$ cat config.mk
export PLATFORM = sky130hd
export DESIGN_NAME = xbar_st_stage_flat
export DESIGN_NICKNAME = d
export VERILOG_FILES = /design/src/rtl/xbar_st_stage_if.sv /design/src/rtl/xbar_st_stage.sv /design/src/flat_wrapper.sv
export SDC_FILE = /design/constraint.sdc
export NUM_CORES = 2
export LEC_CHECK = 0
export BUFFER_PORTS_ARGS = -buffer_cell sky130_fd_sc_hd__buf_2
export CAP_MARGIN = 20
export CORE_AREA = 4 4 299 301
export CTS_CLUSTER_DIAMETER = 30
export CTS_CLUSTER_SIZE = 25
export DETAILED_ROUTE_END_ITERATION = 12
export DIE_AREA = 0 0 303 305
export GPL_ROUTABILITY_DRIVEN = 0
export PLACE_DENSITY = 0.54
export SLEW_MARGIN = 30
export SYNTH_ARGS = -nofsm -noshare
export SYNTH_HDL_FRONTEND = slang
export SYNTH_SLANG_ARGS = --single-unit
$ cat constraint.sdc
create_clock -name clk -period 12.9 [get_ports clk]
set_input_delay 1.29 -clock clk [delete_from_list [all_inputs] [get_ports clk]]
set_output_delay 1.29 -clock clk [all_outputs]
set_load 0.02 [all_outputs]
$ cat src/rtl/xbar_st_stage_if.sv
// Handshake/bus bundle for the switch-traversal stage.
// master = allocator/link side driving flits and grants, slave = the stage itself.
interface xbar_st_stage_if #(
    parameter int NUM_PORT = 5,
    parameter int FLIT_W   = 64,
    parameter int CNT_W    = 16
);
    logic [NUM_PORT*FLIT_W-1:0]   flitInVector;
    logic [NUM_PORT-1:0]          validInVector;
    logic [NUM_PORT*NUM_PORT-1:0] allocVector;
    logic                         stall;
    logic                         clearStats;
    logic [NUM_PORT*FLIT_W-1:0]   flitOutVector;
    logic [NUM_PORT-1:0]          validOutVector;
    logic [NUM_PORT-1:0]          dropVector;
    logic                         allocErr;
    logic [NUM_PORT*CNT_W-1:0]    flitCountVector;

    modport master (
        output flitInVector, validInVector, allocVector, stall, clearStats,
        input  flitOutVector, validOutVector, dropVector, allocErr, flitCountVector
    );

    modport slave (
        input  flitInVector, validInVector, allocVector, stall, clearStats,
        output flitOutVector, validOutVector, dropVector, allocErr, flitCountVector
    );
endinterface

$ cat src/rtl/xbar_st_stage.sv
// Switch-traversal stage: NUM_PORT x NUM_PORT crossbar into registered output
// latches, with allocation fault detection and saturating per-output counters.
module xbar_st_stage #(
    parameter int NUM_PORT = 5,
    parameter int FLIT_W   = 64,
    parameter int CNT_W    = 16
) (
    input logic          clk,
    input logic          reset,
    xbar_st_stage_if.slave bus
);

    logic [NUM_PORT-1:0] masked    [NUM_PORT];
    logic [NUM_PORT-1:0] eff       [NUM_PORT];
    logic [FLIT_W-1:0]   win_flit  [NUM_PORT];
    logic [NUM_PORT-1:0] hit;
    logic [NUM_PORT-1:0] delivered;
    logic [NUM_PORT-1:0] drop_now;
    logic                multi_any;
    logic                collision;
    logic                err_now;

    logic [FLIT_W-1:0]   flit_q [NUM_PORT];
    logic [FLIT_W-1:0]   flit_d [NUM_PORT];
    logic [CNT_W-1:0]    cnt_q  [NUM_PORT];
    logic [CNT_W-1:0]    cnt_d  [NUM_PORT];
    logic [NUM_PORT-1:0] valid_q, valid_d;
    logic [NUM_PORT-1:0] drop_q, drop_d;
    logic                err_q, err_d;

    // Mask grants by input validity and keep only the lowest granted output.
    always_comb begin
        multi_any = 1'b0;
        for (int i = 0; i < NUM_PORT; i++) begin
            masked[i] = bus.allocVector[i*NUM_PORT +: NUM_PORT]
                        & {NUM_PORT{bus.validInVector[i]}};
            eff[i]    = masked[i] & (~masked[i] + NUM_PORT'(1));
            if ((masked[i] & (masked[i] - NUM_PORT'(1))) != '0)
                multi_any = 1'b1;
        end
    end

    // Per-output arbitration: the lowest-index candidate input wins; any
    // further candidate is a collision and its flit goes undelivered.
    always_comb begin
        hit       = '0;
        delivered = '0;
        collision = 1'b0;
        for (int j = 0; j < NUM_PORT; j++) begin
            win_flit[j] = flit_q[j];
            for (int i = 0; i < NUM_PORT; i++) begin
                if (eff[i][j]) begin
                    if (!hit[j]) begin
                        hit[j]       = 1'b1;
                        win_flit[j]  = bus.flitInVector[i*FLIT_W +: FLIT_W];
                        delivered[i] = 1'b1;
                    end else begin
                        collision = 1'b1;
                    end
                end
            end
        end
        drop_now = bus.validInVector & ~delivered;
        err_now  = collision | multi_any | (|drop_now);
    end

    // Next-state for datapath, statistics and the sticky fault flag.
    // clearStats is evaluated last so it overrides a same-cycle increment or error.
    always_comb begin
        flit_d  = flit_q;
        valid_d = valid_q;
        drop_d  = '0;
        err_d   = err_q;
        cnt_d   = cnt_q;
        if (!bus.stall) begin
            flit_d  = win_flit;
            valid_d = hit;
            drop_d  = drop_now;
            err_d   = err_q | err_now;
            for (int j = 0; j < NUM_PORT; j++) begin
                if (hit[j] && (cnt_q[j] != {CNT_W{1'b1}}))
                    cnt_d[j] = cnt_q[j] + CNT_W'(1);
            end
        end
        if (bus.clearStats) begin
            err_d = 1'b0;
            for (int j = 0; j < NUM_PORT; j++)
                cnt_d[j] = '0;
        end
    end

    // State registers; everything clears asynchronously on reset.
    always_ff @(posedge clk or posedge reset) begin
        if (reset) begin
            for (int j = 0; j < NUM_PORT; j++) begin
                flit_q[j] <= '0;
                cnt_q[j]  <= '0;
            end
            valid_q <= '0;
            drop_q  <= '0;
            err_q   <= 1'b0;
        end else begin
            flit_q  <= flit_d;
            cnt_q   <= cnt_d;
            valid_q <= valid_d;
            drop_q  <= drop_d;
            err_q   <= err_d;
        end
    end

    for (genvar j = 0; j < NUM_PORT; j++) begin : g_out
        assign bus.flitOutVector[j*FLIT_W +: FLIT_W]  = flit_q[j];
        assign bus.flitCountVector[j*CNT_W +: CNT_W] = cnt_q[j];
    end

    assign bus.validOutVector = valid_q;
    assign bus.dropVector     = drop_q;
    assign bus.allocErr       = err_q;

endmodule

$ cat src/flat_wrapper.sv
// flat-port wrapper written by rule: the top's interface ports become plain ports
module xbar_st_stage_flat 
#(
    parameter int NUM_PORT = 5,
    parameter int FLIT_W   = 64,
    parameter int CNT_W    = 16
)
  (clk, reset, bus_flitInVector, bus_validInVector, bus_allocVector, bus_stall, bus_clearStats, bus_flitOutVector, bus_validOutVector, bus_dropVector, bus_allocErr, bus_flitCountVector);
  xbar_st_stage_if #(.NUM_PORT(NUM_PORT), .FLIT_W(FLIT_W), .CNT_W(CNT_W)) bus_i ();
  input logic clk;
  input logic reset;
  input wire logic [$bits(bus_i.flitInVector)-1:0] bus_flitInVector;
  input wire logic [$bits(bus_i.validInVector)-1:0] bus_validInVector;
  input wire logic [$bits(bus_i.allocVector)-1:0] bus_allocVector;
  input wire logic [$bits(bus_i.stall)-1:0] bus_stall;
  input wire logic [$bits(bus_i.clearStats)-1:0] bus_clearStats;
  output wire logic [$bits(bus_i.flitOutVector)-1:0] bus_flitOutVector;
  output wire logic [$bits(bus_i.validOutVector)-1:0] bus_validOutVector;
  output wire logic [$bits(bus_i.dropVector)-1:0] bus_dropVector;
  output wire logic [$bits(bus_i.allocErr)-1:0] bus_allocErr;
  output wire logic [$bits(bus_i.flitCountVector)-1:0] bus_flitCountVector;
  assign bus_i.flitInVector = bus_flitInVector;
  assign bus_i.validInVector = bus_validInVector;
  assign bus_i.allocVector = bus_allocVector;
  assign bus_i.stall = bus_stall;
  assign bus_i.clearStats = bus_clearStats;
  assign bus_flitOutVector = bus_i.flitOutVector;
  assign bus_validOutVector = bus_i.validOutVector;
  assign bus_dropVector = bus_i.dropVector;
  assign bus_allocErr = bus_i.allocErr;
  assign bus_flitCountVector = bus_i.flitCountVector;
  xbar_st_stage #(.NUM_PORT(NUM_PORT), .FLIT_W(FLIT_W), .CNT_W(CNT_W)) u_core (.clk(clk), .reset(reset), .bus(bus_i));
endmodule
# ---- Word-level counts from Yosys, hierarchy flattened
# Index checks and enable logic that the tools add are counted.
dict set report word_totals {
  out_inout_bits 411
  ff_bits 411
  inputBits 354
}
dict set report op_classes {
  addsub 15
  n_bitwise 25
  eq_ne 6
  n_mux 169
  n_reduce_logical 21
}
# operator n
set ops {}
lappend ops {{two-way mux 64 bit} 45}
lappend ops {{two-way mux 80 bit} 2}
lappend ops {{two-way mux 1 bit} 116}
lappend ops {{adder 16 x 1 -> 16 bit, second input constant} 5}
lappend ops {{AND 5 bit} 16}
lappend ops {{two-way mux 16 bit} 5}
lappend ops {{!= test 16 bit, second input constant} 5}
lappend ops {{NOT 5 bit} 6}
lappend ops {{adder 5 x 1 -> 5 bit, second input constant} 5}
lappend ops {{nonzero test 5 bit} 5}
lappend ops {{subtractor 5 x 1 -> 5 bit, second input constant} 5}
lappend ops {{AND reduction 2 bit} 5}
lappend ops {{nonzero test 2 bit} 5}
lappend ops {{logical AND 1 bit} 5}
lappend ops {{two-way mux 5 bit} 1}
lappend ops {{OR reduction 5 bit} 1}
lappend ops {{OR 1 bit} 3}
lappend ops {{!= test 2 x 1 -> 1 bit, second input constant} 1}

# ---- Depth between registers and ports, before layout
dict set report depth {
  word_depth 50
  ltp_mapped 10
  ltp_nobuf 7
}

# ---- Least setup slack after synthesis
# OpenSTA, ideal clock, no wires.
dict set report synth_timing {
  path_kind {input-to-reg}
  startpoint {input bus_allocVector[11]}
  endpoint {register u_core.cnt_q, in the netlist u_core.bus.flitCountVector[77]}
  path_slack_ps 9553
  arrival_time_ps 3223
  required_ps 12775
  cell_stages 8
  cell_sequence {buf_6 > or4b_4 > or2_1 > buf_6 > a41oi_4 > nand4_4 > nor3_1 > mux2_2}
}
dict set report synth_via {
  elab_chain_cells 10
}
# item line
set synth_rtl {}
lappend synth_rtl {{start, declared} flat_wrapper.sv:14} ;# input wire logic [$bits(bus_i.allocVector)-1:0] bus_allocVector;
lappend synth_rtl {{AND 5 bit} xbar_st_stage.sv:36} ;# & {NUM_PORT{bus.validInVector[i]}};
lappend synth_rtl {{NOT 5 bit} xbar_st_stage.sv:37} ;# eff[i] = masked[i] & (~masked[i] + NUM_PORT'(1));
lappend synth_rtl {{adder 5 x 1 -> 5 bit} xbar_st_stage.sv:37}
lappend synth_rtl {{AND 5 bit} xbar_st_stage.sv:37}
lappend synth_rtl {{two-way mux 1 bit (3 in series)} xbar_st_stage.sv:52} ;# if (eff[i][j]) begin
lappend synth_rtl {{logical AND 1 bit} xbar_st_stage.sv:81} ;# if (hit[j] && (cnt_q[j] != {CNT_W{1'b1}}))
lappend synth_rtl {{nonzero test 2 bit (no line)} --}
lappend synth_rtl {{AND reduction 2 bit (no line)} --}
lappend synth_rtl {{end signal, assigned} xbar_st_stage.sv:104} ;# cnt_q <= cnt_d;
lappend synth_rtl {{end, declared} xbar_st_stage.sv:25} ;# logic [CNT_W-1:0] cnt_q [NUM_PORT];
# No other way between the ends.
# A chain may end at the register's enable or synchronous reset.

# ---- Final worst setup path
dict set report layout_timing {
  startpoint {input bus_allocVector[6]}
  endpoint {register u_core.err_q (netlist: u_core.bus.allocErr)}
}
dict set report layout_via {
  elab_chain_cells 40
}
# item line
set layout_rtl {}
lappend layout_rtl {{AND 5 bit (*)} xbar_st_stage.sv:36}
lappend layout_rtl {{NOT 5 bit} xbar_st_stage.sv:37}
lappend layout_rtl {{adder 5 x 1 -> 5 bit} xbar_st_stage.sv:37}
lappend layout_rtl {{AND 5 bit} xbar_st_stage.sv:37}
lappend layout_rtl {{two-way mux 1 bit} xbar_st_stage.sv:52}
lappend layout_rtl {{two-way mux 1 bit} xbar_st_stage.sv:53} ;# if (!hit[j]) begin
lappend layout_rtl {{two-way mux 1 bit} xbar_st_stage.sv:52}
lappend layout_rtl {{two-way mux 1 bit} xbar_st_stage.sv:53}
lappend layout_rtl {{[24 not listed]} --}
lappend layout_rtl {{two-way mux 1 bit} xbar_st_stage.sv:52}
lappend layout_rtl {{two-way mux 1 bit} xbar_st_stage.sv:53}
lappend layout_rtl {{two-way mux 1 bit} xbar_st_stage.sv:52}
lappend layout_rtl {{OR 1 bit} xbar_st_stage.sv:64} ;# err_now = collision | multi_any | (|drop_now);
lappend layout_rtl {{OR 1 bit (*)} xbar_st_stage.sv:64}
lappend layout_rtl {{OR 1 bit (*)} xbar_st_stage.sv:79} ;# err_d = err_q | err_now;
lappend layout_rtl {{two-way mux 1 bit (*)} xbar_st_stage.sv:75} ;# if (!bus.stall) begin
lappend layout_rtl {{two-way mux 1 bit (*)} xbar_st_stage.sv:85} ;# if (bus.clearStats) begin
lappend layout_rtl {{end signal, assigned} xbar_st_stage.sv:107} ;# err_q <= err_d;
lappend layout_rtl {{end, declared} xbar_st_stage.sv:29} ;# logic err_q, err_d;
# Mark *: on every way between the ends. The rest lies on a longest branch, timed or not. The select of a mux whose other input is x is not followed.

==> impl_metrics.ini <==
[setup_path]
arrival_ns = 4.94
crit_start = bus_allocVector[6]
worstSetupEndpointType = flop
cp-start-kind = input pin
worst_ep_required_time_ns = 13.48
path_class = input pin to flop
r2r-start = u_core.bus.flitCountVector[32]$_DFFE_PP0P_
cp_max_fo = 78

[clock_network]
clkLatencyLatePin_ns = 0.73
clk_path_buf_depth = 3
cts.clk_slew.worst_paths_ns = 0.03
numCtsBuffers = 145
root_buffer = clkbuf_16
hold_buffers = 0
cts_sinks = 411
cts_tree = yes
postCtsSetupBuffers = 0
cts_resized = 0
htree_levels = 4

[die]
fp.coreArea_sq_um = 86600
initial_core_util_pct = 34.9
die-area_sq_um = 92400
num_rows = 108
die_w_um = 303
io_pins = 765
die_h_um = 305

[logic_synthesis]
ys_seq_area_share_pct = 34.1
synth_top_area_cell = dfrtp_1
ys_async_sr_fraction_pct = 100
yosysWarnings = 0
synth_edf_count = 0
syn-instance-count = 3992
postSynthRegisterBits = 411
synth_top_flop_cell = dfrtp_1
synth_cell_types = 76
synth_commonest_cells = 692 x nand2_1, 448 x o22ai_1, 411 x dfrtp_1
synth_most_common_cell = nand2_1
synth_top_area_share_pct = 34.1
syn-cell-area_sq_um = 30200
ys_top_cells_by_area = dfrtp_1 34%, o22ai_1 9.3%, nand2_1 8.6%
avgSynthCellArea_sq_um = 7.57
syn-num-nets = 4351

[routing]
routedWlPerCell_um = 29.7
drc = 0
detail-route-antenna-nets = 0
drt_iter0_markers = 5284
drtPass1Iterations = 6
finalWirelength_um = 173000
via_per_inst = 6.58
vias = 38394

[min_path]
worstHoldPathType = flop to flop
hold_start = u_core.bus.flitOutVector[124]$_DFFE_PP0N_

[sta]
worst_slew_pin_slew_ns = 1.08
maxSlewViolCount = 0
slew_headroom_pct = 28.2
rsz0062_at_grt = no
fin_crit_sh_pct = 33.8
whs_ns = 0.501
period_needed_ns = 4.36
skew_ns = 0.0109
tns_ns = 0
hold_violations = 0
max_freq_mhz = 229
setup_viol = 0

[power]
p_leak_uw = 0.0172
powerDensity_nw_per_um2 = 169
power_uw = 6650
ir_worst_vdd_mv = 0.118

[grt]
overflow = 0
antenna_found_initial = 48
grt_pass1_wl_um = 252000
grt_max_degree = 199
grtUsageTotal_pct = 35.8
grt_pass1_vias = 36328

[cells_and_area]
nNetsFinal = 4894
nFillCells = 8721
drive_gt1_share_pct = 25.3
syn2layout_area_growth_pct = 30.3
finish.utilization_pct = 45.4

[run_status]
run_status = completed

[placement]
dp.final_hpwl_um = 106000
place.port_buffers = 764

[run]
cap_violations = 0
[worst max-delay path, stage by stage]
cell       delay (ns)
buf_2            0.18
nand4bb_4        0.71
buf_4            0.61
and4_4           0.33
nand2b_4         0.55
buf_6            0.69
a41oi_1          0.21
a311oi_1         0.28
[stage by stage]
step	setup slack (ns)	cells	area (sq um)
finish	8.54	5832	39400
global route	8.52	5820	39300
CTS	8.40	5799	39200
detailed placement	7.66	5542	34500
global placement	7.75	5539	34400
floorplan	0.174	3992	30200
[logic make-up (layout without fill, tap and decap cells)]
family,Yosys count,count (layout),synth area share (%)
other cells,0,32,0
xor+xnor,60,60,1.74
buf+inv,451,1104,6.14
fa+ha+maj,8,8,0.307
simple gates,1372,1372,19.7
mux,11,11,0.398
compound gates,1679,1679,37.7
flops,411,411,34.1
[cell usage in the layout (no fill, tap or decap), types with 66 or more instances in the layout]
| master | n |
|---|---|
| buf_2 | 763 |
| nand2_1 | 682 |
| o22ai_1 | 448 |
| dfrtp_1 | 411 |
| nor2_1 | 340 |
| a211oi_1 | 321 |
| a21oi_1 | 213 |
| o31ai_1 | 196 |
| clkbuf_16 | 146 |
| o21ai_0 | 143 |
| nand3_1 | 95 |
| nor3_1 | 85 |
| a21o_1 | 67 |
| a31oi_1 | 66 |
[cell type report]
class	instances	area (sq um)	share of cell area (%)
Clock inverter	46	497	1.26
Multi-Input combinational cell	3130	18300	46.6
Sequential cell	411	10300	26.1
Inverter	13	56.3	0.143
Clock buffer	211	4180	10.6
Antenna cell	32	80.1	0.203
Timing Repair Buffer	834	4480	11.4
Tap cell	1155	1450	3.67
[worst paths after layout]
path | to | cells after the start | slack, ns
min in group asynchronous | u_core.bus.flitOutVector[12]$_DFFE_PP0N_ | 2 | 0.72
min reg2reg | u_core.bus.flitOutVector[124]$_DFFE_PP0N_ | 2 | 0.50
max reg2reg | u_core.bus.flitCountVector[45]$_DFFE_PP0P_ | 8 | 10.24
max in group asynchronous | u_core.bus.flitOutVector[226]$_DFFE_PP0N_ | 4 | 10.01
min | u_core.bus.flitOutVector[124]$_DFFE_PP0N_ | 2 | 0.50
max | u_core.bus.allocErr$_DFFE_PP0P_ | 8 | 8.54
[power by group]
part	switching [uW]	internal, uW
clock network	1040	2300
registers	205	1500
logic	1040	573
total	2280	4370
[flip-flops by register name, indices dropped and copies added (netlist names)]
| name | cells |
|---|---|
| u_core.bus.validOutVector | 5 |
| u_core.bus.flitCountVector | 80 |
| u_core.bus.flitOutVector | 320 |
| u_core.bus.dropVector | 5 |
| u_core.bus.allocErr | 1 |
[layer usage]
metal	part of all wire (%)	wire length [um]	GRT usage, %
met1	38	66400	45.8
met2	43	75200	52.9
met3	13	22300	12.6
met4	5.2	9060	19.0
met5	0.13	218	0
No activity file was read; power rests on OpenSTA's default activity.
